### src/rtl/vend_pkg.sv
`default_nettype none
// ============================================================================
// Module      : vend_pkg
// Description : Shared definitions for the coin dispenser: coin-count width,
//               the nickel unit, and the dispenser FSM state encoding.
//               With DISPENSE_TIMEOUT_EN defined the FAULT state is added.
// Revision    : 1.0 - initial release
// ============================================================================
package vend_pkg;

    localparam int c_coin_w = 3;
    localparam logic [c_coin_w-1:0] c_nickel = 3'd1;

`ifdef DISPENSE_TIMEOUT_EN
    typedef enum logic [2:0] {
        S_IDLE  = 3'd0,
        S_LOAD  = 3'd1,
        S_EJECT = 3'd2,
        S_GAP   = 3'd3,
        S_DONE  = 3'd4,
        S_FAULT = 3'd5
    } state_t;
`else
    typedef enum logic [2:0] {
        S_IDLE  = 3'd0,
        S_LOAD  = 3'd1,
        S_EJECT = 3'd2,
        S_GAP   = 3'd3,
        S_DONE  = 3'd4
    } state_t;
`endif

endpackage
`default_nettype wire

### src/rtl/change_fifo.sv
`default_nettype none
// ============================================================================
// Module      : change_fifo
// Description : Two-entry FIFO of 3-bit change amounts.
//               Ports: i_clk, i_rst_n (sync, active-low), i_push, i_pop,
//               i_data -> o_data (head), o_full, o_empty.
//               A push while full is accepted only when a pop happens in the
//               same cycle; a pop while empty is ignored.
// Revision    : 1.0 - initial release
// ============================================================================
module change_fifo
    import vend_pkg::*;
(
    input  logic                i_clk,
    input  logic                i_rst_n,
    input  logic                i_push,
    input  logic                i_pop,
    input  logic [c_coin_w-1:0] i_data,
    output logic [c_coin_w-1:0] o_data,
    output logic                o_full,
    output logic                o_empty
);

    logic [c_coin_w-1:0] r_mem [2];
    logic                r_wr_ptr;
    logic                r_rd_ptr;
    logic [1:0]          r_count;
    logic                w_do_push;
    logic                w_do_pop;

    assign o_full    = (r_count == 2'd2);
    assign o_empty   = (r_count == 2'd0);
    assign o_data    = r_mem[r_rd_ptr];
    assign w_do_pop  = i_pop && !o_empty;
    assign w_do_push = i_push && (!o_full || w_do_pop);

    always_ff @(posedge i_clk) begin
        if (!i_rst_n) begin
            r_wr_ptr <= 1'b0;
            r_rd_ptr <= 1'b0;
            r_count  <= 2'd0;
        end else begin
            if (w_do_push) begin
                r_mem[r_wr_ptr] <= i_data;
                r_wr_ptr        <= ~r_wr_ptr;
            end
            if (w_do_pop) begin
                r_rd_ptr <= ~r_rd_ptr;
            end
            r_count <= r_count + 2'(w_do_push) - 2'(w_do_pop);
        end
    end

endmodule
`default_nettype wire

### src/rtl/coin_dispenser.sv
`default_nettype none
// ============================================================================
// Module      : coin_dispenser
// Description : Pays out vend change one nickel at a time through a hopper.
//               Vend strobes queue their change in a 2-entry FIFO; an FSM
//               loads each amount, handshakes one eject per nickel and keeps
//               EJECT_GAP idle cycles between ejects.
//               Ports: i_clk, i_rst_n (sync, active-low), i_soda, i_change,
//               i_eject_ack -> o_eject, o_coins_left, o_busy, o_done,
//               o_overflow (sticky), o_fault (sticky).
//               Macro DISPENSE_TIMEOUT_EN: adds an ack timeout that parks the
//               FSM in FAULT (exit only by reset); otherwise o_fault is 0.
// Revision    : 1.0 - initial release
// ============================================================================
module coin_dispenser
    import vend_pkg::*;
#(
    parameter int EJECT_GAP   = 4,
    parameter int ACK_TIMEOUT = 255
)(
    input  logic                i_clk,
    input  logic                i_rst_n,
    input  logic                i_soda,
    input  logic [c_coin_w-1:0] i_change,
    output logic                o_eject,
    input  logic                i_eject_ack,
    output logic [c_coin_w-1:0] o_coins_left,
    output logic                o_busy,
    output logic                o_done,
    output logic                o_overflow,
    output logic                o_fault
);

    localparam int c_gap_w = (EJECT_GAP < 2) ? 1 : $clog2(EJECT_GAP);

    state_t              r_state;
    state_t              w_state_nxt;
    logic [c_coin_w-1:0] r_coins_left;
    logic [c_coin_w-1:0] w_coins_nxt;
    logic [c_gap_w-1:0]  r_gap_cnt;
    logic [c_gap_w-1:0]  w_gap_nxt;
    logic                r_overflow;

    logic [c_coin_w-1:0] w_fifo_data;
    logic                w_fifo_full;
    logic                w_fifo_empty;
    logic                w_pop;
    logic                w_push;

    // The head is consumed only in LOAD, which is entered only with data queued.
    assign w_pop  = (r_state == S_LOAD);
    assign w_push = i_soda && (!w_fifo_full || w_pop);

    change_fifo u_fifo (
        .i_clk   (i_clk),
        .i_rst_n (i_rst_n),
        .i_push  (w_push),
        .i_pop   (w_pop),
        .i_data  (i_change),
        .o_data  (w_fifo_data),
        .o_full  (w_fifo_full),
        .o_empty (w_fifo_empty)
    );

`ifdef DISPENSE_TIMEOUT_EN
    localparam int c_ack_w = (ACK_TIMEOUT < 2) ? 1 : $clog2(ACK_TIMEOUT);
    logic [c_ack_w-1:0] r_ack_cnt;
    logic [c_ack_w-1:0] w_ack_nxt;
`else
    logic w_unused_cfg;
    assign w_unused_cfg = (ACK_TIMEOUT == 0);
`endif

    always_ff @(posedge i_clk) begin
        if (!i_rst_n) begin
            r_state      <= S_IDLE;
            r_coins_left <= '0;
            r_gap_cnt    <= '0;
            r_overflow   <= 1'b0;
`ifdef DISPENSE_TIMEOUT_EN
            r_ack_cnt    <= '0;
`endif
        end else begin
            r_state      <= w_state_nxt;
            r_coins_left <= w_coins_nxt;
            r_gap_cnt    <= w_gap_nxt;
`ifdef DISPENSE_TIMEOUT_EN
            r_ack_cnt    <= w_ack_nxt;
`endif
            if (i_soda && w_fifo_full && !w_pop) begin
                r_overflow <= 1'b1;
            end
        end
    end

    always_comb begin
        w_state_nxt = r_state;
        w_coins_nxt = r_coins_left;
        w_gap_nxt   = r_gap_cnt;
`ifdef DISPENSE_TIMEOUT_EN
        w_ack_nxt   = r_ack_cnt;
`endif
        case (r_state)
            S_IDLE: begin
                if (!w_fifo_empty) begin
                    w_state_nxt = S_LOAD;
                end
            end
            S_LOAD: begin
                w_coins_nxt = w_fifo_data;
                w_state_nxt = (w_fifo_data == '0) ? S_DONE : S_EJECT;
`ifdef DISPENSE_TIMEOUT_EN
                w_ack_nxt   = '0;
`endif
            end
            S_EJECT: begin
                if (i_eject_ack) begin
                    // Saturate at zero so the count can never wrap.
                    if (r_coins_left != '0) begin
                        w_coins_nxt = r_coins_left - c_nickel;
                    end
                    w_gap_nxt = '0;
`ifdef DISPENSE_TIMEOUT_EN
                    w_ack_nxt = '0;
`endif
                    if (r_coins_left <= c_nickel) begin
                        w_state_nxt = S_DONE;
                    end else if (EJECT_GAP == 0) begin
                        w_state_nxt = S_EJECT;
                    end else begin
                        w_state_nxt = S_GAP;
                    end
                end
`ifdef DISPENSE_TIMEOUT_EN
                else if (r_ack_cnt == c_ack_w'(ACK_TIMEOUT - 1)) begin
                    w_state_nxt = S_FAULT;
                end else begin
                    w_ack_nxt = r_ack_cnt + c_ack_w'(1);
                end
`endif
            end
            S_GAP: begin
                if (r_gap_cnt == c_gap_w'(EJECT_GAP - 1)) begin
                    w_state_nxt = S_EJECT;
`ifdef DISPENSE_TIMEOUT_EN
                    w_ack_nxt   = '0;
`endif
                end else begin
                    w_gap_nxt = r_gap_cnt + c_gap_w'(1);
                end
            end
            S_DONE: begin
                w_state_nxt = S_IDLE;
            end
`ifdef DISPENSE_TIMEOUT_EN
            S_FAULT: begin
                w_state_nxt = S_FAULT;
            end
`endif
            default: begin
                w_state_nxt = S_IDLE;
            end
        endcase
    end

    assign o_eject      = (r_state == S_EJECT);
    assign o_coins_left = r_coins_left;
    assign o_busy       = (r_state != S_IDLE) || !w_fifo_empty;
    assign o_done       = (r_state == S_DONE);
    assign o_overflow   = r_overflow;
`ifdef DISPENSE_TIMEOUT_EN
    assign o_fault      = (r_state == S_FAULT);
`else
    assign o_fault      = 1'b0;
`endif

endmodule
`default_nettype wire

### config.mk
export PLATFORM = sky130hd
export DESIGN_NAME = coin_dispenser
export DESIGN_NICKNAME = d
export VERILOG_FILES = /design/src/rtl/vend_pkg.sv /design/src/rtl/change_fifo.sv /design/src/rtl/coin_dispenser.sv
export SDC_FILE = /design/constraint.sdc
export NUM_CORES = 1
export LEC_CHECK = 0
export CAP_MARGIN = 20
export CORE_ASPECT_RATIO = 0.9
export CORE_MARGIN = 2
export CORE_UTILIZATION = 57
export CTS_CLUSTER_SIZE = 16
export DETAILED_ROUTE_END_ITERATION = 6
export GPL_ROUTABILITY_DRIVEN = 0
export PLACE_DENSITY = 0.82
export SYNTH_ARGS = -nofsm -noshare
export SYNTH_HDL_FRONTEND = slang
export SYNTH_SLANG_ARGS = --single-unit
### constraint.sdc
create_clock -name i_clk -period 3.65 [get_ports i_clk]
set_input_delay 1.095 -clock i_clk [delete_from_list [all_inputs] [get_ports i_clk]]
set_output_delay 1.095 -clock i_clk [all_outputs]
set_load 0.02 [all_outputs]
-- Word level (Yosys, flattened, before mapping)
Memory sizes are Yosys's and may differ from the RTL's. A register that Yosys moved wholly into a read port is not among the register bits.
Cells that the tools add are included.
- register bits: 13
- bits in writable memories: 6
- bits of input ports: 7
- output and inout port bits: 8
- word-level logic and storage cells: 64
- memories kept: 1
- memories (memory ; words ; bits a word ; rd ports ; clocked after Yosys merged registers in ; wr ports ; line ; source):
    u_fifo.r_mem ; 2 ; 3 ; 1 ; 1 ; 1 ; change_fifo.sv:24 ; logic [c_coin_w-1:0] r_mem [2];
- add/sub/neg operators: 4
- order comparisons: 1
- equal/unequal tests: 11
- multiplexer cells: 17
- bitwise gates (word level): 2
- reductions and logical operators: 21
- operators with widths (cell ; count):
    $mux W3 ; 7
    $pmux W3 S4 ; 1
    $reduce_and A3 Y1 ; 3
    $eq A3 B2 Y1 const B ; 2
    $logic_not A3 Y1 ; 2
    $ne A2 B2 Y1 const B ; 3
    $pmux W3 S2 ; 1
    $reduce_bool A3 Y1 ; 2
    $logic_and A1 B1 Y1 ; 5
    $mux W1 ; 5
    $eq A2 B2 Y1 const B ; 2
    $mux W2 ; 2
    $ne A2 B1 Y1 const B ; 2
    $pmux W2 S2 ; 1
    $reduce_bool A2 Y1 ; 2
    $eq A3 B1 Y1 const B ; 1
    $eq A3 B3 Y1 const B ; 1
    $le A3 B1 Y1 const B ; 1
    $logic_not A1 Y1 ; 3
    $logic_or A1 B1 Y1 ; 3
    $sub A3 B1 Y3 const B ; 1
    $add A2 B1 Y2 ; 1
    $add A2 B1 Y2 const B ; 1
    $logic_not A2 Y1 ; 1
    2 further kinds ; 3

-- Longest topological paths before layout
Gate-level depths: netlist of the first run.
- depth in word-level cells: 8
- gate-level depth with buffers: 9
- gate-level depth less buffers: 8

-- Modules after synthesis
From an unflattened synthesis of the first run, not the netlist that was laid out.
- cells, all modules: 117
- area total of the unflattened synthesis: 1114.8 sq um
- modules (own cells, without submodules) (module ; times used ; cells an instance ; area each (sq um) ; seq. area each (sq um)):
    coin_dispenser ; 1 ; 77 ; 641.9 ; 180.2
    change_fifo ; 1 ; 40 ; 473.0 ; 280.3

-- Worst setup path after synthesis of the first run
Ideal clock, no wire load.
- path kind: input port to flip-flop
- start: input i_rst_n
- end: memory u_fifo.r_mem[0][0] (enable)
- setup time: 0.349 ns
- data arrival time: 1.939 ns
- data required time: 3.301 ns
- slack: 1.362 ns
- stages: 3
- buffers on the path: 1
- path through: clkbuf_1 -> clkinv_1 -> nor3b_1
- longest elaborated chain between the ends: 2
- ends and longest elaborated chain (what ; line ; source):
    start, declared ; coin_dispenser.sv:22 ; input logic i_rst_n,
    $mux W1 ; change_fifo.sv:38 ; if (!i_rst_n) begin
    $mux W1 (not written as such) ; change_fifo.sv:44 ; r_mem[r_wr_ptr] <= i_data;
    end, declared ; change_fifo.sv:24 ;
No other way between the ends.

-- Worst setup path after layout of the first run
- start: register r_state[1]
- end: output o_eject
- longest elaborated chain between the ends: 1
- ends and longest elaborated chain (what ; line ; source):
    start, declared ; coin_dispenser.sv:36 ; state_t r_state;
    start signal, assigned ; coin_dispenser.sv:84 ; r_state <= w_state_nxt;
    $eq A3 B2 Y1 ; coin_dispenser.sv:166 ; assign o_eject = (r_state == S_EJECT);
    end, declared ; coin_dispenser.sv:25 ; output logic o_eject,
No other way between the ends.

==> summary.md, run 1 <==
| Metric | Value |
|---|---|
| Hold slack final | 0.494 ns |
| TritonCTS buffer count | 3 |
| Number of iterations in the first detailed-routing pass | 4 |
| Result of the run | finished, final reports clean |
| FP Rows | 15 |
| Internal power | 567 uW |
| Clock tree from TritonCTS | yes |
| Area inside the core boundary | about 0.0019 sq mm |
| Maximum number of pins on one net before global-route repair | 16 |
| Count of different cell masters after synthesis | 40 |
| Tmin final | 3.29 ns |
| Overflow left after global routing | 0 |
| Setup repair after global routing missed its margin | false |
| Fraction of registers with async set or reset after synthesis | 0 |
| Cells after DPL | 145 |
| Vias/cell | about 5.7 |
| Number of port buffers | 13 |
| Worst min path class | reg -> reg |
| Clk_skew | 0.00521 ns |
| Share of total power in the clock network | 0.199 |
| Wire length reported by the detailed router | 2020 um |
| Nets in the synthesized netlist | 126 |
| CTS Hold Bufs | 0 |
| Number of flip-flops and latches in the synthesized netlist | 20 |
| Share of the synthesized area in the top cell type | 0.255 |
| EDFF count, synth | 6 |
| Fraction of the cycle the final worst path needs | 0.901 |
| GRT Resource Usage Total | 0.203 |
| Kind of critical path | reg -> out |
| Total negative slack | 0 ns |
| Via count of the first global-routing pass | 834 |
| Non-filler cells, final | 149 |
| ANT cells | 0 |
| TritonCTS sink count | 20 |
| Final-stage net count | approximately 140 |
| CP Capture Type | output pin |
| Minimum setup slack among reg-to-reg paths | 1.48 ns |
| Later-pin clock latency in the skew report | 0.29 ns |
| Slew Limit Headroom | 0.555 |
| Floorplan die width | between 50 and 60 um |
| Highest achievable clock rate | 0.304 GHz |
| Root Buffer | clkbuf_4 |
| Top cells by area, synth | dfxtp_1, edfxtp_1, ha_1 |
| Switching power | between 300 and 400 uW |
| Sequential share of the synthesized area | 0.420 |
| Starting density of the core | 0.591 |
| Clock transition time at the flip-flop clock pins of the worst setup and hold paths | 0.11 ns |
| Slew Limit Fails | 0 |
| Filler cells | 143 |
| Number of setup violations in the final report | 0 |
| Die outline height | approximately 46 um |
| Post-route ant nets | 0 |
| Area growth from synthesis to layout | 17.0% |
| Final Hold Fails | 0 |
| CP required | 2.55 ns |
| Syn_area_per_cell | 9.71 sq um |
| Post-CTS setup buffer count | 0 |
| Clock Path Buffers | 2 |
| Wire length of the first global-routing pass | around 3500 um |
| Final design area excluding fillers | 0.00128 sq mm |
| Share of power burned in combinational logic | 0.412 |
| Startpoint class of the critical path | register |
| CP max FO | 15 |
| Power density of the placed cells | 695 mW/mm^2 |
| Number of primary I/O pins | 15 |
| Count of H-tree levels built during CTS | 1 |
| Via count | 853 |
| Post-cts resize count | 0 |
| Least-Margin Pin Slew | 0.666 ns |
| Share of the core filled with cells in the final layout | 0.691 |
| Fraction of power spent switching nets | 0.365 |
| First-iteration detailed-routing DRC count | 20 |
| Cell area after synthesis | 0.00110 sq mm |
| Pleak | 0.469 nW |
| Max-Cap Viols | 0 |
| Post-Syn Instances | about 110 |
| Synthesis warning total | 0 |
| Number of antenna violations at the first check in global routing | 0 |
| Post-detailed-placement half-perimeter wirelength | 1570 um |
| Post-route DRC violation count | 0 |
| Routed len/inst | 13.5 um |
| Die Outline Area | 0.00229 sq mm |
| Total cell area at the placement stage | 0.00123 sq mm |
| Sequential power share | 0.388 |
| Data arrival time of the critical path | between 2 and 2.5 ns |
| Fraction of final layout cells with drive strength greater than 1 | 0.0806 |
| Library cell with the largest summed area after synthesis | dfxtp_1 |
| Peak ir drop on the vdd network | 515 uV |
| Top flip-flop cell by instance count after synthesis | dfxtp_1 |
## worst paths after layout
kind | start | end | cells past startpoint
worst min-delay path | o_overflow | o_overflow | 2
worst min register to register | o_overflow | o_overflow | 2
worst max-delay path | r_state[1] | o_eject | 2
worst max register to register | r_state[0] | u_fifo.r_count[1] | 8
## power by group through the flow
| stage | logic (mW) | clock network, mW | registers (mW) |
|---|---|---|---|
| 2_1_floorplan | 0.262 | 0 | 0.334 |
| 3_3_place_gp | 0.363 | 0 | 0.344 |
| 3_5_place_dp | 0.365 | 0 | 0.350 |
| 4_1_cts | 0.368 | 0.182 | 0.345 |
| 5_1_grt | 0.413 | 0.191 | 0.357 |
| 6_report | 0.368 | 0.178 | 0.346 |
## through the flow
stage / power [mW] / setup WS [ns]
5_1_grt: 0.960 / 0.199
4_1_cts: 0.895 / 0.358
2_1_floorplan: 0.597 / 1.36
6_report: 0.892 / 0.363
3_3_place_gp: 0.707 / 0.797
3_5_place_dp: 0.716 / 0.682
## layout make-up
class	count	area (sq um)	share of cell area
Multi-Input combinational cell	80	583	0.454
Sequential cell	20	460	0.359
Timing Repair Buffer	13	130	0.101
Tap cell	25	31.3	0.0244
Clock inverter	1	30.0	0.0234
Inverter	7	26.3	0.0205
Clock buffer	3	22.5	0.0175
## cell usage after synthesis (2+ instances only)
master     n
nor3_1     2
inv_1      6
nand3b_1   2
edfxtp_1   6
or4bb_1    2
mux2i_1    3
nand2_1    3
nor4b_1    2
clkbuf_1   4
a21oi_1    6
o21ai_0    7
nand2b_1   3
and2_1     5
nor2b_1    4
mux2_2     3
nor4bb_1   2
ha_1       6
dfxtp_1   14
a31oi_1    2
o211ai_1   3
nor2_1     7
nor3b_1    3
## worst max-delay path, cell delays in order, from the launching register on
cell and delay, ns:
dfxtp_1 0.57, nor3b_1 0.61, clkdlybuf4s50_1 0.73
## cells in the final DEF (no fill, tap or decap), types with 2 or more instances in the layout
cell,count
nor2b_1,4
mux2_2,3
inv_1,6
o21ai_0,7
mux2i_1,3
o211ai_1,3
dfxtp_1,14
clkbuf_4,3
nand2_1,3
nor4bb_1,2
edfxtp_1,6
nand3b_1,2
nor3b_1,3
nor4b_1,2
clkdlybuf4s50_1,13
a31oi_1,2
nand2b_1,3
nor3_1,2
ha_1,6
a21oi_1,6
and2_1,5
nor2_1,7
or4bb_1,2
## metal layers
metal | GRT usage | part of all wire | up-vias
li1 | - | - | 431
met1 | 0.257 | 0.44 | 388
met2 | 0.358 | 0.50 | 32
met3 | 0.0329 | 0.060 | 2
met4 | 0.0667 | 0.0064 | 0
met5 | 0 | 0 | -
## flip-flops by register name, summed over array words and instances, names as in the netlist, named ones only
signal,count
o_coins_left,3
o_overflow,1
r_gap_cnt,2
r_state,3
u_fifo.r_count,2
u_fifo.r_mem,6
u_fifo.r_rd_ptr,1
u_fifo.r_wr_ptr,1
## cell families after synthesis
group | after synthesis | share of synthesized area
xor+xnor | 1 | 0.00798
simple gates | 41 | 0.242
buf+inv | 13 | 0.0490
other cells | 1 | 0.00342
fa+ha+maj | 6 | 0.0684
mux | 6 | 0.0582
compound gates | 25 | 0.152
flops | 20 | 0.420
Note: power is estimated with default switching activity, not from simulation.
==> run 2, diff against run 1 <==
--- a/config.mk
+++ b/config.mk
@@ -13,3 +13,2 @@
 export DETAILED_ROUTE_END_ITERATION = 6
-export GPL_ROUTABILITY_DRIVEN = 0
 export PLACE_DENSITY = 0.82
--- a/constraint.sdc
+++ b/constraint.sdc
@@ -3,2 +3,2 @@
 set_output_delay 1.095 -clock i_clk [all_outputs]
-set_load 0.02 [all_outputs]
+set_load 0.01 [all_outputs]
==> run 2 against run 1 <==
Sequential share of layout area unchanged. Worst setup slack better by 0.065 ns. Register-to-register slack about the same. First-iteration DRC count up 15%. Flip-flop and latch count unchanged. Largest power group is now sequential cells.
==> summary.md, run 2 (synthesis results as in run 1) <==
| Metric | Value |
|---|---|
| CP Launch Point | r_state[1] (unchanged) |
| Sequential power share | 0.398 (was 0.388) |
| Worst min path class | reg -> reg (unchanged) |
| Number of setup violations in the final report | 0 (unchanged) |
| Post-cts resize count | 0 (unchanged) |
| Result of the run | finished, final reports clean (unchanged) |
| CP Capture Type | output pin (unchanged) |
| Maximum number of pins on one net before global-route repair | 16 (unchanged) |
| Clk_skew | 0.00525 ns (was 0.00521 ns) |
| Largest register FFs | 6 (unchanged) |
| Fraction of power spent switching nets | 0.347 (was 0.365) |
| ANT cells | 0 (unchanged) |
| Startpoint class of the critical path | register (unchanged) |
| First-iteration detailed-routing DRC count | 23 (was 20) |
| Minimum setup slack among reg-to-reg paths | 1.49 ns (was 1.48 ns) |
| Post-route DRC violation count | 0 (unchanged) |
| Final-stage net count | 138 (unchanged) |
| Post-detailed-placement half-perimeter wirelength | 1520 um (was 1570 um) |
| Power density of the placed cells | 676 mW/mm^2 (was 695 mW/mm^2) |
| TritonCTS buffer count | 3 (unchanged) |
| Fraction of final layout cells with drive strength greater than 1 | 0.0806 (unchanged) |
| Share of total power in the clock network | 0.205 (was 0.199) |
| Number of iterations in the first detailed-routing pass | 4 (unchanged) |
| FP Rows | 15 (unchanged) |
| Worst Hold Launch | o_overflow (unchanged) |
| Routability congestion estimate from global placement | 0.817 |
| Starting density of the core | 0.591 (unchanged) |
| Highest achievable clock rate | 0.310 GHz (was 0.304 GHz) |
| Slew Limit Headroom | 0.556 (was 0.555) |
| Register bank with the most flops | u_fifo.r_mem (unchanged) |
| TritonCTS sink count | 20 (unchanged) |
| Count of H-tree levels built during CTS | 1 (unchanged) |
| CP required | 2.55 ns (about the same) |
| Post-route ant nets | 0 (unchanged) |
| Share of power burned in combinational logic | 0.397 (was 0.412) |
| Final Hold Fails | 0 (unchanged) |
| CP max FO | 15 (unchanged) |
| Die Outline Area | 0.00229 sq mm (unchanged) |
| Kind of critical path | reg -> out (unchanged) |
| Max-Cap Viols | 0 (unchanged) |
| Switching power | 301 uW (was 325 uW) |
| Area growth from synthesis to layout | 17.0% (unchanged) |
| Number of antenna violations at the first check in global routing | 0 (unchanged) |
| Total negative slack | 0 ns (unchanged) |
| Filler cells | 136 (was 143) |
| Reg-to-Reg Start | r_state[0] (unchanged) |
| Via count | 840 (was 853) |
| Area inside the core boundary | 0.00186 sq mm (unchanged) |
| WHS Endpoint | o_overflow (unchanged) |
| Peak ir drop on the vdd network | 442 uV (was 515 uV) |
| Number of port buffers | 13 (unchanged) |
| Clock tree from TritonCTS | yes (unchanged) |
| Data arrival time of the critical path | 2.13 ns (was 2.19 ns) |
| GRT Resource Usage Total | 0.204 (was 0.203) |
| Clock Path Buffers | 2 (unchanged) |
| Later-pin clock latency in the skew report | 0.29 ns (about the same) |
| Die outline height | 45.6 um (unchanged) |
| Capture point of the worst reg-to-reg path | u_fifo.r_count[1] (unchanged) |
| Post-CTS setup buffer count | 0 (unchanged) |
| Wire length reported by the detailed router | 2020 um (about the same) |
| Worst r2r path cells | 8 (unchanged) |
| Root Buffer | clkbuf_4 (unchanged) |
| Pleak | 0.469 nW (unchanged) |
| Overflow left after global routing | 0 (unchanged) |
| Wire length of the first global-routing pass | 3510 um (was 3530 um) |
| Total cell area at the placement stage | 0.00123 sq mm (unchanged) |
| Setup repair after global routing missed its margin | false (unchanged) |
| Fraction of the cycle the final worst path needs | 0.883 (was 0.901) |
| Internal power | 567 uW (about the same) |
| Clock transition time at the flip-flop clock pins of the worst setup and hold paths | 0.11 ns (about the same) |
| Tmin final | 3.22 ns (was 3.29 ns) |
| Final design area excluding fillers | 0.00128 sq mm (unchanged) |
| Hold path cells | 2 (unchanged) |
| Via count of the first global-routing pass | 800 (was 834) |
| Number of primary I/O pins | 15 (unchanged) |
| Floorplan die width | 50.3 um (unchanged) |
| Highest-count cells in the layout ignoring fill and taps | dfxtp_1, clkdlybuf4s50_1, nor2_1, o21ai_0 (unchanged) |
| Slew Limit Fails | 0 (unchanged) |
| Most common library cell in the layout ignoring fill and taps | dfxtp_1 (unchanged) |
| Vias/cell | 5.64 (was 5.72) |
| Least-Margin Pin Slew | 0.664 ns (was 0.666 ns) |
| CTS Hold Bufs | 0 (unchanged) |
| Routed len/inst | 13.6 um (was 13.5 um) |
run 2: layout make-up:
class	instances	area, sq um	share of cell area
flip-flops and latches	20	460	0.359
clock inverters	1	30.0	0.0234
clock buffers	3	22.5	0.0175
multi-input cells	80	583	0.454
well taps	25	31.3	0.0244
inverters	7	26.3	0.0205
repair buffers	13	130	0.101
run 2: worst max path at each step:
stage                          to  cells after the start
2_1_floorplan  u_fifo.r_mem[0][0]                      3
3_3_place_gp   u_fifo.r_mem[0][0]                      3
3_5_place_dp   u_fifo.r_mem[0][1]                      3
4_1_cts                   o_eject                      2
5_1_grt                   o_eject                      2
6_report                  o_eject                      2
run 2: critical path: stages, from the launching register on:
cell and delay, ns:
dfxtp_1 0.57, nor3b_1 0.61, clkdlybuf4s50_1 0.66
run 2: routing by layer:
metal  vias to the layer above  routed length [um]  track usage
li1                        430                   -            -
met1                       394                 999        0.259
met2                        14                 951        0.350
met3                         2                  56       0.0329
met4                         0                  13       0.0833
met5                         -                   0            0
run 2: power by group through the flow:
stage | logic, mW | clock network [mW] | registers, mW
6_report | 0.344 | 0.178 | 0.345
5_1_grt | 0.388 | 0.193 | 0.356
4_1_cts | 0.344 | 0.182 | 0.343
3_5_place_dp | 0.339 | 0 | 0.349
3_3_place_gp | 0.338 | 0 | 0.345
2_1_floorplan | 0.249 | 0 | 0.324
run 2: through the flow:
step	setup WS (ns)	hold slack (ns)	instances	power [mW]	utilization
after floorplan	1.36	0.452	113	0.574	-
after global placement	0.826	0.462	145	0.683	0.663
after detailed placement	0.713	0.461	145	0.688	0.663
after CTS	0.436	0.501	149	0.870	0.691
after global routing	0.241	0.528	149	0.938	0.691
final	0.428	0.498	149	0.867	0.691
==> run 3, diff against run 2 <==
ABC_AREA = 1   (was default)
CORE_UTILIZATION = 56   (was 57)
==> run 3 against run 2 <==
Count of clock-buffer cells in the layout unchanged. Critical path type unchanged. Critical endpoint unchanged. Global-route usage up 0.99 points. Synthesized cell count grew 19%. Highest routed layer unchanged. Total power increased by 15%. Design area decreased by 2.3%. Non-clock buffer count did not move. Critical path depth increased by 2.
==> summary.md, run 3 <==
| Metric | Value |
|---|---|
| Area of the multi-input gates | 487 sq um (was 583 sq um) |
| TritonCTS sink count | 20 (unchanged) |
| Crit. path cell count | 4 (was 2) |
| Fraction of final layout cells with drive strength greater than 1 | 0.126 (was 0.0806) |
| Syn_area_per_cell | 7.77 sq um (was 9.71 sq um) |
| Data arrival time of the critical path | 1.69 ns (was 2.13 ns) |
| Via count of the first global-routing pass | 861 (was 800) |
| Tmin final | 2.78 ns (was 3.22 ns) |
| Most instantiated cells after synthesis | nand2_1, inv_1, nor2_1 (was dfxtp_1, nor2_1, o21ai_0) |
| CP top delay family | buffers and inverters (unchanged) |
| Largest register FFs | 6 (unchanged) |
| Number of setup violations in the final report | 0 (unchanged) |
| Share of the synthesized area in the top cell type | 0.267 (was 0.255) |
| Area taken by flip-flops and latches | 460 sq um (unchanged) |
| Most common library cell in the layout ignoring fill and taps | nand2_1 (was dfxtp_1) |
| Routed len/inst | 12.0 um (was 13.6 um) |
| Hold path cells | 2 (unchanged) |
| Post-cts resize count | 0 (unchanged) |
| Die outline height | 45.1 um (was 45.6 um) |
| Worst r2r path cells | 9 (was 8) |
| Wire length reported by the detailed router | 2090 um (was 2020 um) |
| Number of primary I/O pins | 15 (unchanged) |
| CP Capture Type | output pin (unchanged) |
| Post-Syn Instances | 135 (was 113) |
| Top flip-flop cell by instance count after synthesis | dfxtp_1 (unchanged) |
| Maximum number of pins on one net before global-route repair | 13 (was 16) |
| Simple logic cell fraction of the synthesized area | 0.267 (was 0.242) |
| Max-Cap Viols | 0 (unchanged) |
| Number of iterations in the first detailed-routing pass | 4 (unchanged) |
| CP max FO | 7 (was 15) |
| Amount of wire on met3 after detailed routing | 116 um (was 56 um) |
| Root Buffer | clkbuf_4 (unchanged) |
| Detailed-routing wirelength on met1 | 854 um (was 999 um) |
| Worst-path cell chain | nor2_1, nand2_2, inv_2, clkdlybuf4s50_1 (was nor3b_1, clkdlybuf4s50_1) |
| Most common cell in the netlist | nand2_1 (was dfxtp_1) |
| Post-CTS setup buffer count | 0 (unchanged) |
| ANT cells | 0 (unchanged) |
| Post-detailed-placement half-perimeter wirelength | 1650 um (was 1520 um) |
| Area inside the core boundary | 0.00172 sq mm (was 0.00186 sq mm) |
| TritonCTS buffer count | 3 (unchanged) |
| Min setup slack post-route | 0.867 ns (was 0.428 ns) |
| Library cell with the largest summed area after synthesis | dfxtp_1 (unchanged) |
| Critical path's largest stage delay | 0.54 ns (was 0.66 ns) |
| Kind of critical path | reg -> out (unchanged) |
| Post-synthesis compound-gate area fraction | 0.113 (was 0.152) |
| Result of the run | finished, final reports clean (unchanged) |
| FP Rows | 14 (was 15) |
| Clock transition time at the flip-flop clock pins of the worst setup and hold paths | 0.11 ns (about the same) |
| Overflow left after global routing | 0 (unchanged) |
| Cell area after synthesis | 0.00105 sq mm (was 0.00110 sq mm) |
| Final Hold Fails | 0 (unchanged) |
| Slew Limit Fails | 0 (unchanged) |
| CP required | 2.55 ns (about the same) |
| Clk_skew | 0.00634 ns (was 0.00525 ns) |
| CTS Hold Bufs | 0 (unchanged) |
| CP bufs+invs | 2 (was 1) |
| GRT Resource Usage Total | 0.214 (was 0.204) |
| Clock Path Buffers | 2 (unchanged) |
| WL met2 | 1090 um (was 951 um) |
| Worst min path class | reg -> reg (unchanged) |
| First-iteration detailed-routing DRC count | 28 (was 23) |
| Via count | 887 (was 840) |
| Setup repair after global routing missed its margin | false (unchanged) |
| Pleak | 0.566 nW (was 0.469 nW) |
| Multiplexer fraction of the synthesized cell area | 0 (was 0.0582) |
| Post-route ant nets | 0 (unchanged) |
| Nets in the synthesized netlist | 148 (was 126) |
| Total negative slack | 0 ns (unchanged) |
| Power density of the placed cells | 794 mW/mm^2 (was 676 mW/mm^2) |
| Number of antenna violations at the first check in global routing | 0 (unchanged) |
| Number of flip-flops and latches in the synthesized netlist | 20 (unchanged) |
| Highest-count cells in the layout ignoring fill and taps | nand2_1, inv_1, nor2_1 (was dfxtp_1, clkdlybuf4s50_1, nor2_1, o21ai_0) |
| Clock tree from TritonCTS | yes (unchanged) |
| Share of the core filled with cells in the final layout | 0.730 (was 0.691) |
| Top layer reached by signal wires | met4 (unchanged) |
| Routability congestion estimate from global placement | 0.860 (was 0.817) |
| Count of different cell masters after synthesis | 24 (was 40) |
| Register bank with the most flops | u_fifo.r_mem (unchanged) |
| Setup WS pre-CTS | 0.961 ns (was 0.713 ns) |
| Synthesis warning total | 0 (unchanged) |
| Startpoint class of the critical path | register (unchanged) |
| Die Outline Area | 0.00223 sq mm (was 0.00229 sq mm) |
| Post-route DRC violation count | 0 (unchanged) |
| Final-stage net count | 165 (was 138) |
| Cell with the largest stage delay on the worst path | clkdlybuf4s50_1 (unchanged) |
| Wire length of the first global-routing pass | 3510 um (about the same) |
| Vias/cell | 5.07 (was 5.64) |
| Fraction of registers with async set or reset after synthesis | 0 (unchanged) |
| EDFF count, synth | 6 (unchanged) |
| Top cells by area, synth | dfxtp_1, edfxtp_1, nand2_1 (was dfxtp_1, edfxtp_1, ha_1) |
| Area growth from synthesis to layout | 19.6% (was 17.0%) |
| Peak ir drop on the vdd network | 637 uV (was 442 uV) |
| Filler cells | 156 (was 136) |
| Floorplan die width | 49.6 um (was 50.3 um) |
| Number of port buffers | 13 (unchanged) |
| Starting density of the core | 0.611 (was 0.591) |
| Later-pin clock latency in the skew report | 0.31 ns (was 0.29 ns) |
| Combinational family with the most area after synthesis | simple AND/OR/NAND/NOR gates (unchanged) |
| Highest achievable clock rate | 0.359 GHz (was 0.310 GHz) |
| Fraction of synthesized cell area in xor and xnor cells | 0.00835 (was 0.00798) |
| Count of H-tree levels built during CTS | 1 (unchanged) |
| Adder-cell area share of the yosys netlist | 0.0716 (was 0.0684) |
| Sequential share of the synthesized area | 0.439 (was 0.420) |
| Fraction of the cycle the final worst path needs | 0.763 (was 0.883) |
## run 3: cell types whose count changed after synthesis, moves of 5 or more
cell	change
and2_1	-5
inv_1	+16
nand2_1	+22
nand2_2	+5
nor2_1	+9
## run 3: power by group
part,leakage (nW),switching (mW),internal [mW]
clock,0.0279,0.0691,0.111
sequential,0.170,0.0519,0.283
combinational,0.369,0.285,0.195
## run 3: tightest hold or removal path, delay by kind of cell (launching register included)
kind | cells | cell delay, ns
AOI/OAI and AO/OA | 1 | 0.06
DFF | 1 | 0.33
and+or+nand+nor | 1 | 0.06
## run 3: kinds of logic after synthesis
family	Yosys count
adder cells (fa/ha/maj)	6
AO/OA/AOI/OAI	22
XOR/XNOR	1
other	1
AND/OR/NAND/NOR	59
flip-flops	20
buffers and inverters	26
## run 3: per-stage QoR
step | cells | hold WS, ns | total power [mW] | cell area, sq um
floorplan | 135 | 0.431 | 0.661 | 1050
global placement | 171 | 0.447 | 0.790 | 1200
detailed placement | 171 | 0.457 | 0.817 | 1200
CTS | 175 | 0.482 | 0.994 | 1250
global route | 175 | 0.510 | 1.08 | 1250
finish | 175 | 0.478 | 0.996 | 1250
## run 3: area by class of cell
| cell class | count | share of cell area |
|---|---|---|
| sequential | 20 | 0.367 |
| multi-input combinational | 89 | 0.388 |
| timing repair buffer | 13 | 0.104 |
| clock inverter | 1 | 0.0240 |
| inverter | 25 | 0.0749 |
| clock buffer | 3 | 0.0180 |
| tap | 24 | 0.0240 |
## run 3: path summary, 6_finish.rpt
kind	slack, ns	startpoint	endpoint
min	0.48	r_gap_cnt[1]	r_gap_cnt[1]
min reg2reg	0.48	r_gap_cnt[1]	r_gap_cnt[1]
max reg2reg	1.79	r_state[1]	u_fifo.r_count[1]
max	0.87	r_state[2]	o_eject
## run 3: metal layers
metal  vias to the layer above  global-route usage
li1                        458                   -
met1                       397               0.229
met2                        27               0.419
met3                         5              0.0199
met4                         0               0.122
met5                         -                   0
